`src/rtl/multicycle_control_if.sv`:
```
// ---------------------------------------------------------------------------
// multicycle_control_if
//   Bundle of every signal exchanged between the multi-cycle controller and
//   the MIPS datapath.
//   master : the controller. It samples opcode/zero/mem_ready and drives the
//            mux selects, strobes, AluOP, the sticky illegal flag and the
//            debug state.
//   slave  : the datapath side (or a testbench standing in for it).
//   Signals
//     opcode[5:0]   IR[31:26], valid from the cycle after IRWrite
//     zero          ALU condition flag
//     mem_ready     memory completes its access this cycle
//     PCWrite, PCWriteCond, IorD, MemRead, MemWrite, IRWrite,
//     MemtoReg, RegDst, RegWrite, ALUSrcA, ALUSrcB[1:0], AluOP[3:0],
//     PCSource[1:0] datapath controls
//     illegal       sticky illegal-opcode flag
//     state         current FSM state (debug)
// ---------------------------------------------------------------------------
interface multicycle_control_if #(
  parameter int STATE_W = 4
);
  logic [5:0]         opcode;
  logic               zero;
  logic               mem_ready;

  logic               PCWrite;
  logic               PCWriteCond;
  logic               IorD;
  logic               MemRead;
  logic               MemWrite;
  logic               IRWrite;
  logic               MemtoReg;
  logic               RegDst;
  logic               RegWrite;
  logic               ALUSrcA;
  logic [1:0]         ALUSrcB;
  logic [3:0]         AluOP;
  logic [1:0]         PCSource;
  logic               illegal;
  logic [STATE_W-1:0] state;

  modport master (
    input  opcode, zero, mem_ready,
    output PCWrite, PCWriteCond, IorD, MemRead, MemWrite, IRWrite,
           MemtoReg, RegDst, RegWrite, ALUSrcA, ALUSrcB, AluOP, PCSource,
           illegal, state
  );

  modport slave (
    output opcode, zero, mem_ready,
    input  PCWrite, PCWriteCond, IorD, MemRead, MemWrite, IRWrite,
           MemtoReg, RegDst, RegWrite, ALUSrcA, ALUSrcB, AluOP, PCSource,
           illegal, state
  );
endinterface

```
`src/rtl/multicycle_control.sv`:
```
// ---------------------------------------------------------------------------
// multicycle_control
//   Multi-cycle sequencer for a MIPS datapath. One ALU and one unified
//   instruction/data memory are time-shared across fetch, decode, execute,
//   memory and writeback steps. The FSM waits on mem_ready in every memory
//   state and parks in ILLEGAL (sticky flag) on an unknown opcode until reset.
//   Ports
//     clk  system clock, rising edge
//     rst  synchronous active-high reset
//     bus  multicycle_control_if.master (datapath inputs and controls)
// ---------------------------------------------------------------------------
module multicycle_control #(
  parameter int                 STATE_W     = 4,
  parameter logic [STATE_W-1:0] RESET_STATE = 4'd0
) (
  input  logic                  clk,
  input  logic                  rst,
  multicycle_control_if.master  bus
);

  typedef enum logic [STATE_W-1:0] {
    S_FETCH    = 0,
    S_DECODE   = 1,
    S_MEMADDR  = 2,
    S_MEMREAD  = 3,
    S_MEMWB    = 4,
    S_MEMWRITE = 5,
    S_EXEC     = 6,
    S_ALUWB    = 7,
    S_BRANCH   = 8,
    S_JUMP     = 9,
    S_ILLEGAL  = 10
  } state_e;

  localparam logic [5:0] OP_RTYPE = 6'b000000;
  localparam logic [5:0] OP_J     = 6'b000010;
  localparam logic [5:0] OP_BEQ   = 6'b000100;
  localparam logic [5:0] OP_BNE   = 6'b000101;
  localparam logic [5:0] OP_BLEZ  = 6'b000110;
  localparam logic [5:0] OP_BGTZ  = 6'b000111;
  localparam logic [5:0] OP_ADDI  = 6'b001000;
  localparam logic [5:0] OP_SLTI  = 6'b001010;
  localparam logic [5:0] OP_ANDI  = 6'b001100;
  localparam logic [5:0] OP_ORI   = 6'b001101;
  localparam logic [5:0] OP_XORI  = 6'b001110;
  localparam logic [5:0] OP_LUI   = 6'b001111;
  localparam logic [5:0] OP_LW    = 6'b100011;
  localparam logic [5:0] OP_SW    = 6'b101011;

  state_e     state_q, state_d;
  logic [5:0] op_q, op_d;
  logic       illegal_q, illegal_d;

  // NOTE: sequential state uses non-blocking assignments so every register
  // samples the pre-edge values of the others.
  always_ff @(posedge clk) begin
    if (rst) begin
      state_q   <= state_e'(RESET_STATE);
      op_q      <= '0;
      illegal_q <= 1'b0;
    end else begin
      state_q   <= state_d;
      op_q      <= op_d;
      illegal_q <= illegal_d;
    end
  end

  always_comb begin
    // NOTE: every output and next-state value gets a default up front so no
    // path through the case leaves one unassigned (no inferred latches).
    state_d         = state_q;
    op_d            = op_q;
    bus.PCWrite     = 1'b0;
    bus.PCWriteCond = 1'b0;
    bus.IorD        = 1'b0;
    bus.MemRead     = 1'b0;
    bus.MemWrite    = 1'b0;
    bus.IRWrite     = 1'b0;
    bus.MemtoReg    = 1'b0;
    bus.RegDst      = 1'b0;
    bus.RegWrite    = 1'b0;
    bus.ALUSrcA     = 1'b0;
    bus.ALUSrcB     = 2'b00;
    bus.AluOP       = 4'b0000;
    bus.PCSource    = 2'b00;

    case (state_q)
      S_FETCH: begin
        // PC+4 is computed by the ALU while the instruction is read; both
        // IR and PC load only on the cycle memory actually delivers.
        bus.MemRead = 1'b1;
        bus.ALUSrcB = 2'b01;
        bus.IRWrite = bus.mem_ready;
        bus.PCWrite = bus.mem_ready;
        if (bus.mem_ready) state_d = S_DECODE;
      end

      S_DECODE: begin
        // Speculatively form the branch target into ALUOut.
        bus.ALUSrcB = 2'b11;
        op_d        = bus.opcode;
        case (bus.opcode)
          OP_LW, OP_SW:                         state_d = S_MEMADDR;
          OP_RTYPE, OP_ADDI, OP_ANDI, OP_ORI,
          OP_XORI, OP_LUI, OP_SLTI:             state_d = S_EXEC;
          OP_BEQ, OP_BNE, OP_BLEZ, OP_BGTZ:     state_d = S_BRANCH;
          OP_J:                                 state_d = S_JUMP;
          default:                              state_d = S_ILLEGAL;
        endcase
      end

      S_MEMADDR: begin
        bus.ALUSrcA = 1'b1;
        bus.ALUSrcB = 2'b10;
        state_d     = (op_q == OP_LW) ? S_MEMREAD : S_MEMWRITE;
      end

      S_MEMREAD: begin
        bus.MemRead = 1'b1;
        bus.IorD    = 1'b1;
        if (bus.mem_ready) state_d = S_MEMWB;
      end

      S_MEMWB: begin
        bus.RegWrite = 1'b1;
        bus.MemtoReg = 1'b1;
        state_d      = S_FETCH;
      end

      S_MEMWRITE: begin
        // The write strobe is held for the whole wait so the memory sees a
        // stable request until it accepts it.
        bus.MemWrite = 1'b1;
        bus.IorD     = 1'b1;
        if (bus.mem_ready) state_d = S_FETCH;
      end

      S_EXEC: begin
        bus.ALUSrcA = 1'b1;
        bus.ALUSrcB = 2'b10;
        case (op_q)
          OP_RTYPE: begin
            bus.ALUSrcB = 2'b00;
            bus.AluOP   = 4'b1000;
          end
          OP_ANDI: bus.AluOP = 4'b0001;
          OP_ORI:  bus.AluOP = 4'b0010;
          OP_XORI: bus.AluOP = 4'b0011;
          OP_LUI:  bus.AluOP = 4'b1010;
          OP_SLTI: bus.AluOP = 4'b1011;
          default: bus.AluOP = 4'b0000;
        endcase
        state_d = S_ALUWB;
      end

      S_ALUWB: begin
        bus.RegWrite = 1'b1;
        bus.RegDst   = (op_q == OP_RTYPE);
        state_d      = S_FETCH;
      end

      S_BRANCH: begin
        // The ALU decoder folds each comparison into zero, so blez/bgtz are
        // taken on zero=1 just like beq; only bne inverts it.
        bus.ALUSrcA  = 1'b1;
        bus.PCSource = 2'b01;
        case (op_q)
          OP_BEQ: begin
            bus.AluOP       = 4'b0100;
            bus.PCWriteCond = bus.zero;
          end
          OP_BNE: begin
            bus.AluOP       = 4'b0110;
            bus.PCWriteCond = ~bus.zero;
          end
          OP_BLEZ: begin
            bus.AluOP       = 4'b0111;
            bus.PCWriteCond = bus.zero;
          end
          OP_BGTZ: begin
            bus.AluOP       = 4'b1001;
            bus.PCWriteCond = bus.zero;
          end
          default: bus.PCWriteCond = 1'b0;
        endcase
        state_d = S_FETCH;
      end

      S_JUMP: begin
        bus.PCWrite  = 1'b1;
        bus.PCSource = 2'b10;
        state_d      = S_FETCH;
      end

      S_ILLEGAL: state_d = S_ILLEGAL;

      default: state_d = S_FETCH;
    endcase

    // Reset aborts the instruction: nothing may strobe in the reset cycle.
    if (rst) begin
      bus.PCWrite     = 1'b0;
      bus.PCWriteCond = 1'b0;
      bus.IorD        = 1'b0;
      bus.MemRead     = 1'b0;
      bus.MemWrite    = 1'b0;
      bus.IRWrite     = 1'b0;
      bus.MemtoReg    = 1'b0;
      bus.RegDst      = 1'b0;
      bus.RegWrite    = 1'b0;
      bus.ALUSrcA     = 1'b0;
      bus.ALUSrcB     = 2'b00;
      bus.AluOP       = 4'b0000;
      bus.PCSource    = 2'b00;
    end
  end

  // Set on the edge that enters ILLEGAL so the flag is visible together
  // with state 10; only reset clears it.
  assign illegal_d   = illegal_q | (state_d == S_ILLEGAL);
  assign bus.illegal = illegal_q;
  assign bus.state   = state_q;

endmodule

```
`src/flat_wrapper.sv`:
```
// flat-port wrapper written by rule: the top's interface ports become plain ports
module multicycle_control_flat 
#(
  parameter int                 STATE_W     = 4,
  parameter logic [STATE_W-1:0] RESET_STATE = 4'd0
)
  (clk, rst, bus_opcode, bus_zero, bus_mem_ready, bus_PCWrite, bus_PCWriteCond, bus_IorD, bus_MemRead, bus_MemWrite, bus_IRWrite, bus_MemtoReg, bus_RegDst, bus_RegWrite, bus_ALUSrcA, bus_ALUSrcB, bus_AluOP, bus_PCSource, bus_illegal, bus_state);
  multicycle_control_if #(.STATE_W(STATE_W)) bus_i ();
  input  logic clk;
  input  logic rst;
  input wire logic [$bits(bus_i.opcode)-1:0] bus_opcode;
  input wire logic [$bits(bus_i.zero)-1:0] bus_zero;
  input wire logic [$bits(bus_i.mem_ready)-1:0] bus_mem_ready;
  output wire logic [$bits(bus_i.PCWrite)-1:0] bus_PCWrite;
  output wire logic [$bits(bus_i.PCWriteCond)-1:0] bus_PCWriteCond;
  output wire logic [$bits(bus_i.IorD)-1:0] bus_IorD;
  output wire logic [$bits(bus_i.MemRead)-1:0] bus_MemRead;
  output wire logic [$bits(bus_i.MemWrite)-1:0] bus_MemWrite;
  output wire logic [$bits(bus_i.IRWrite)-1:0] bus_IRWrite;
  output wire logic [$bits(bus_i.MemtoReg)-1:0] bus_MemtoReg;
  output wire logic [$bits(bus_i.RegDst)-1:0] bus_RegDst;
  output wire logic [$bits(bus_i.RegWrite)-1:0] bus_RegWrite;
  output wire logic [$bits(bus_i.ALUSrcA)-1:0] bus_ALUSrcA;
  output wire logic [$bits(bus_i.ALUSrcB)-1:0] bus_ALUSrcB;
  output wire logic [$bits(bus_i.AluOP)-1:0] bus_AluOP;
  output wire logic [$bits(bus_i.PCSource)-1:0] bus_PCSource;
  output wire logic [$bits(bus_i.illegal)-1:0] bus_illegal;
  output wire logic [$bits(bus_i.state)-1:0] bus_state;
  assign bus_i.opcode = bus_opcode;
  assign bus_i.zero = bus_zero;
  assign bus_i.mem_ready = bus_mem_ready;
  assign bus_PCWrite = bus_i.PCWrite;
  assign bus_PCWriteCond = bus_i.PCWriteCond;
  assign bus_IorD = bus_i.IorD;
  assign bus_MemRead = bus_i.MemRead;
  assign bus_MemWrite = bus_i.MemWrite;
  assign bus_IRWrite = bus_i.IRWrite;
  assign bus_MemtoReg = bus_i.MemtoReg;
  assign bus_RegDst = bus_i.RegDst;
  assign bus_RegWrite = bus_i.RegWrite;
  assign bus_ALUSrcA = bus_i.ALUSrcA;
  assign bus_ALUSrcB = bus_i.ALUSrcB;
  assign bus_AluOP = bus_i.AluOP;
  assign bus_PCSource = bus_i.PCSource;
  assign bus_illegal = bus_i.illegal;
  assign bus_state = bus_i.state;
  multicycle_control #(.STATE_W(STATE_W), .RESET_STATE(RESET_STATE)) u_core (.clk(clk), .rst(rst), .bus(bus_i));
endmodule
```
`config.mk`:
```
export PLATFORM = sky130hd
export DESIGN_NAME = multicycle_control_flat
export DESIGN_NICKNAME = d
export VERILOG_FILES = /design/src/rtl/multicycle_control_if.sv /design/src/rtl/multicycle_control.sv /design/src/flat_wrapper.sv
export SDC_FILE = /design/constraint.sdc
export NUM_CORES = 1
export LEC_CHECK = 0
export ABC_AREA = 1
export CORE_MARGIN = 8
export CORE_UTILIZATION = 44
export CTS_BUF_LIST = sky130_fd_sc_hd__clkbuf_8
export DETAILED_ROUTE_END_ITERATION = 10
export HOLD_SLACK_MARGIN = 0.15
export PLACE_DENSITY = 0.81
export SYNTH_ARGS = -nofsm -noshare
export SYNTH_HDL_FRONTEND = slang
export SYNTH_SLANG_ARGS = --single-unit
```
`constraint.sdc`:
```
create_clock -name clk -period 1.6 [get_ports clk]
set_input_delay 0.32 -clock clk [delete_from_list [all_inputs] [get_ports clk]]
set_output_delay 0.32 -clock clk [all_outputs]
set_load 0.01 [all_outputs]
```
# Yosys cells after proc, flatten, opt, wreduce, memory -nomap -nowiden
# Memory sizes are Yosys's and may differ from the RTL's.
# Index checks and enable logic that the tools add are counted.
# totals
reg_bits	11
latch_bits	0
ramBits	0
rom_bits	256
in_bits	10
output_inout_bits	23
wordCells	69
mem_count	1
# memory_table
name	depth	width	read_ports	rd_ports_with_merged_regs	write_ports	line_no	text
(name not given)	64	4	1	0	0	multicycle_control.sv:102	case (bus.opcode)
# op_classes
add_sub_neg	0
multipliers	0
n_div	0
n_lt_le_gt_ge	0
n_eq_ne	21
n_shift	0
muxes	35
n_bitwise	2
reduce_logical	7
# ops
cell	count
$eq A6 B4 Y1 const B	5
$pmux W4 S7	1
$eq A6 B3 Y1 const B	4
$pmux W4 S6	1
$mux W1	19
$eq A4 B3 Y1 const B	4
$eq A4 B4 Y1 const B	4
$mux W4	4
$pmux W4 S4	1
$eq A4 B2 Y1 const B	2
$pmux W2 S4	1
$pmux W4 S2	1
$eq A6 B6 Y1 const B	1
$logic_not A6 Y1	1
$mux W2	3
$reduce_or A2 Y1	3
$reduce_or A3 Y1	2
$eq A4 B1 Y1 const B	1
$logic_not A4 Y1	1
$pmux W1 S2	2
$pmux W2 S2	1
$mux W3	1
$not A1 Y1	1
$or A1 B1 Y1	1

# Depth between registers and ports, before layout
# logic_depth
ltp_word	5
depth_mapped	8
mapped_depth_nobuf	8

# Least setup slack after synthesis
# Ideal clock, no wire load.
# synth_path
kind	input-to-output
startpoint	in rst
endpoint	out bus_PCWriteCond
t_arrival_ps	1148
t_required_ps	1280
setup_slack_ps	132
cell_stages	6
path_buffers	1
cell_sequence	buf_2 inv_1 nand4_1 inv_2 nand3_1 a21oi_1
# synth_via
elab_chain_len	1
# synth_lines
element	line_no	text
start, declared	flat_wrapper.sv:10	input logic rst;
$mux W1	multicycle_control.sv:201	if (rst) begin
end, declared	flat_wrapper.sv:15	output wire logic [$bits(bus_i.PCWriteCond)-1:0] bus_PCWriteCond;
# No other way between the ends.

# Worst setup path in the final report
# layout_path
startpoint	reg u_core.op_q[5]
endpoint	out bus_AluOP[3]
# layout_via
elab_chain_len	4
word_cells_on_any_way	14
cone_classes	eq/ne (9); mux (4); reduce/logical (1)
# layout_lines
element	line_no	text
start, declared	multicycle_control.sv:51	logic [5:0] op_q, op_d;
start signal, assigned	multicycle_control.sv:63	op_q <= op_d;
$eq A6 B4 Y1, or another cell as far along	multicycle_control.sv:141	case (op_q)
$pmux W4 S6 / $pmux W4 S4 (equally long branches)	multicycle_control.sv:141, multicycle_control.sv:167	
$pmux W4 S2 *	multicycle_control.sv:87	case (state_q)
$mux W4 *	multicycle_control.sv:201	
end, declared	flat_wrapper.sv:25	output wire logic [$bits(bus_i.AluOP)-1:0] bus_AluOP;
# Mark *: on every way between the ends. The rest lies on a longest branch, timed or not.

==> impl.org <==
** Setup path
- Crit Path Category :: reg2out
- Critical path data arrival time :: 1.53 ns
- The worst register-to-register path begins at u_core.bus.state[1].
- In this run the worst path has a maximum fanout of 5.
- Kind of start point of the critical path :: register
- Flop-to-flop setup slack :: 0.14 ns
- Type of element capturing the critical path :: output port
- The number of cells on the worst reg-to-reg path is 9.
- The most critical setup path has its startpoint at u_core.op_q[5].
- Data required time of the worst path :: 1.28 ns

** Power and ir drop
- Standby leakage power :: 0.835 nW
- Dividing total power by cell area gives a power density of 810 nW/um^2.
- Worst IR Drop VDD :: 903 uV

** Logic synthesis
- Number of different library cells in the post-synthesis netlist :: 25
- The number of nets handed over by synthesis was 157.
- For this run, the register share of the synthesized area comes to 26.1%.
- Top cells by area in the synthesized netlist :: dfxtp_1, nand2_1, nor2_1, a21oi_1, nand3_1
- After technology mapping, the gate count stands at 147.
- Yosys reg bits :: 11
- Yosys printed 0 warnings.
- In this run the biggest area consumer among cell types represents 26.1% of the synthesized area.
- Summed over all instances, the cell type with the most area after synthesis is dfxtp_1.
- Mean post-synth cell area :: 5.75 sq um
- In this run the cell area of the synthesized design comes to 845 sq um.

** Die
- Number of core rows :: 16
- Once the floorplan was initialized, standard cells occupied 44.9% of the core.
- The floorplan step defined a die boundary enclosing 3580 sq um.
- In this run the count of I/O pins placed on the die edge is 33.
- Core region area :: 1880 sq um
- Die height :: 59.8 microns
- In this run the horizontal extent of the chip is 59.8 microns.

** Clock network
- Master cell of the clock root buffer :: clkbuf_8
- Clock sinks :: 11
- Buffers inserted during clock tree synthesis total 3.
- TritonCTS built the clock tree.
- Clock-pin slew was measured on the worst setup and hold paths at 0.05 ns.
- In this run the deepest clock path goes through 2 buffers.
- Clock latency on the worst-skew pair, taken at its later pin, is 0.24 ns.
- Quantity of hold-fixing buffers added after cts :: 0
- H-tree levels :: 1

** STA
- Max-slew violation count :: 0
- Setup repair after global routing missed its margin :: yes
- Setup slack on the critical path of the routed design comes to -0.246 ns.
- For the pin with the worst max-slew slack, the measured transition is 0.261 ns.
- The worst path uses 115% of the clock period.
- Final setup violation count :: 14
- Relative slew slack :: 82.5%
- Timing would allow up to 542 MHz.
- For the finished layout, the period the worst path requires is 1.85 ns.
- Worst clock skew :: 0.00387 ns
- The count of endpoints failing hold in the final timing report was 0.

** Worst hold path
- The worst hold path begins at u_core.bus.illegal.
- The worst hold path was traced through 2 stages.
- The worst hold path belongs to the class reg2reg.

** Finish
- The top cell types in the final layout, fill and taps aside, are buf_4, nand2_1, nor2_1.
- Growth of design area from synthesis to finish :: 99.7%
- The repair_antennas step left the layout with diodes totalling 0.
- Total Nets Final :: 235
- Cells with a size suffix above 1 make up 53.1% of the layout.
- Area of all placed cells without fillers :: 1690 sq um
- Layout Utilization :: 89.6%
- The library cell used most frequently in the layout, excluding fill and tap cells, is buf_4.

** GRT
- The initial antenna violation count was 0.
- For this run the aggregate overflow at the end of global routing stands at 0.
- Global routing used 22.1% of the available tracks.
- Vias in the first global route :: 1403
- Global-route wire length before repair :: 6.17 mm
- Entering global routing, the biggest net connects 12 pins.

** Route
- Count of TritonRoute iterations in the first routing pass :: 5
- In the routed layout, each cell is associated on average with a via count of 5.82.
- The first routing iteration left 78 violations.
- Number of vias after detailed routing :: 1462
- DRC :: 0
- In this run the remaining antenna-violating nets after routing total 0.
- Wire length after detailed routing :: 4.64 mm
- In the final routed layout, each cell accounts on average for 18.5 microns.

** Run status
- The checks that failed: setup timing.
- Result of the run :: finished with violations

** Placement
- Half-perimeter wire length after detailed placement :: 2.58 mm
- During placement, the flow inserted port buffers numbering 32.
- Once placement finished, the instance area stood at 1500 sq um.
- Routability congestion estimate :: 0.878

** Job
- Max-cap violations in this run came to 0.
area by class of cell:
| cell class | instances | area, sq um |
|---|---|---|
| inverter | 22 | 87.6 |
| tap | 27 | 33.8 |
| sequential | 11 | 245 |
| clock buffer | 3 | 41.3 |
| timing repair buffer | 76 | 607 |
| multi-input combinational | 111 | 668 |
| clock inverter | 1 | 3.75 |
| fill | 91 | 195 |
synth_stat cells, drive strengths merged:
library cell   n
o21ai         14
dfxtp         11
a21oi         14
a211oi         1
buf            2
or2            1
nor2          29
a31oi          1
o211ai         1
o22ai          1
nand3         10
o2111ai        1
nor3           5
inv           22
clkbuf         1
nand4          2
nor4           1
nand2         29
o21bai         1
layer usage:
metal  track usage [%]  share of wire (%)  vias to the layer above
met5                 0                  0                        -
met4              14.3                7.0                        0
met3              3.87                8.7                       38
met2              39.8                 49                      122
met1              22.7                 35                      663
li1                  -                  -                      639
worst max-delay path, stage by stage (launching register included):
cell,delay [ns]
dfxtp_2,0.33
nor2_4,0.19
nand3_2,0.14
o211ai_1,0.24
nand3_1,0.13
o21ai_1,0.10
buf_2,0.15
cell families (layout without fill, tap and decap cells):
kind of cell,after synthesis,after routing,share of synthesized area (%)
compound gates,34,34,21.8
buf+inv,25,102,12.1
flops,11,11,26.1
simple gates,77,77,40.0
flip-flops by register name (all words and copies together) (netlist names):
register            flops
u_core.bus.illegal      1
u_core.bus.state        4
u_core.op_q             6
what timing repair did:
action | in CTS | in global routing
setup endpoints to repair | 20 | 19
setup buffers | 4 | 2
pin swaps | 9 | 11
resized for setup | 113 | 28
where the power goes:
part	switching (mW)	internal, mW	leakage [nW]
Sequential	0.0552	0.316	0.0956
Clock	0.111	0.169	0.0269
Combinational	0.373	0.340	0.712
Total	0.540	0.826	0.835
metrics by stage:
step | worst slack, ns | power (mW) | hold WS (ns) | setup TNS [ns] | instances
finish | -0.246 | 1.37 | 0.450 | -1.99 | 251
global route | -0.306 | 1.42 | 0.477 | -2.75 | 251
floorplan | 0.132 | 0.580 | 0.455 | 0 | 147
global placement | -0.558 | 0.888 | 0.438 | -8.42 | 244
CTS | -0.0840 | 1.24 | 0.451 | -0.471 | 251
detailed placement | -0.591 | 0.909 | 0.436 | -8.81 | 244
final timing paths:
kind | endpoint
worst min-delay path | u_core.bus.illegal
worst min register to register | u_core.bus.illegal
worst max register to register | u_core.bus.illegal
worst max-delay path | bus_AluOP[3]
No activity file was read; power rests on OpenSTA's default activity.
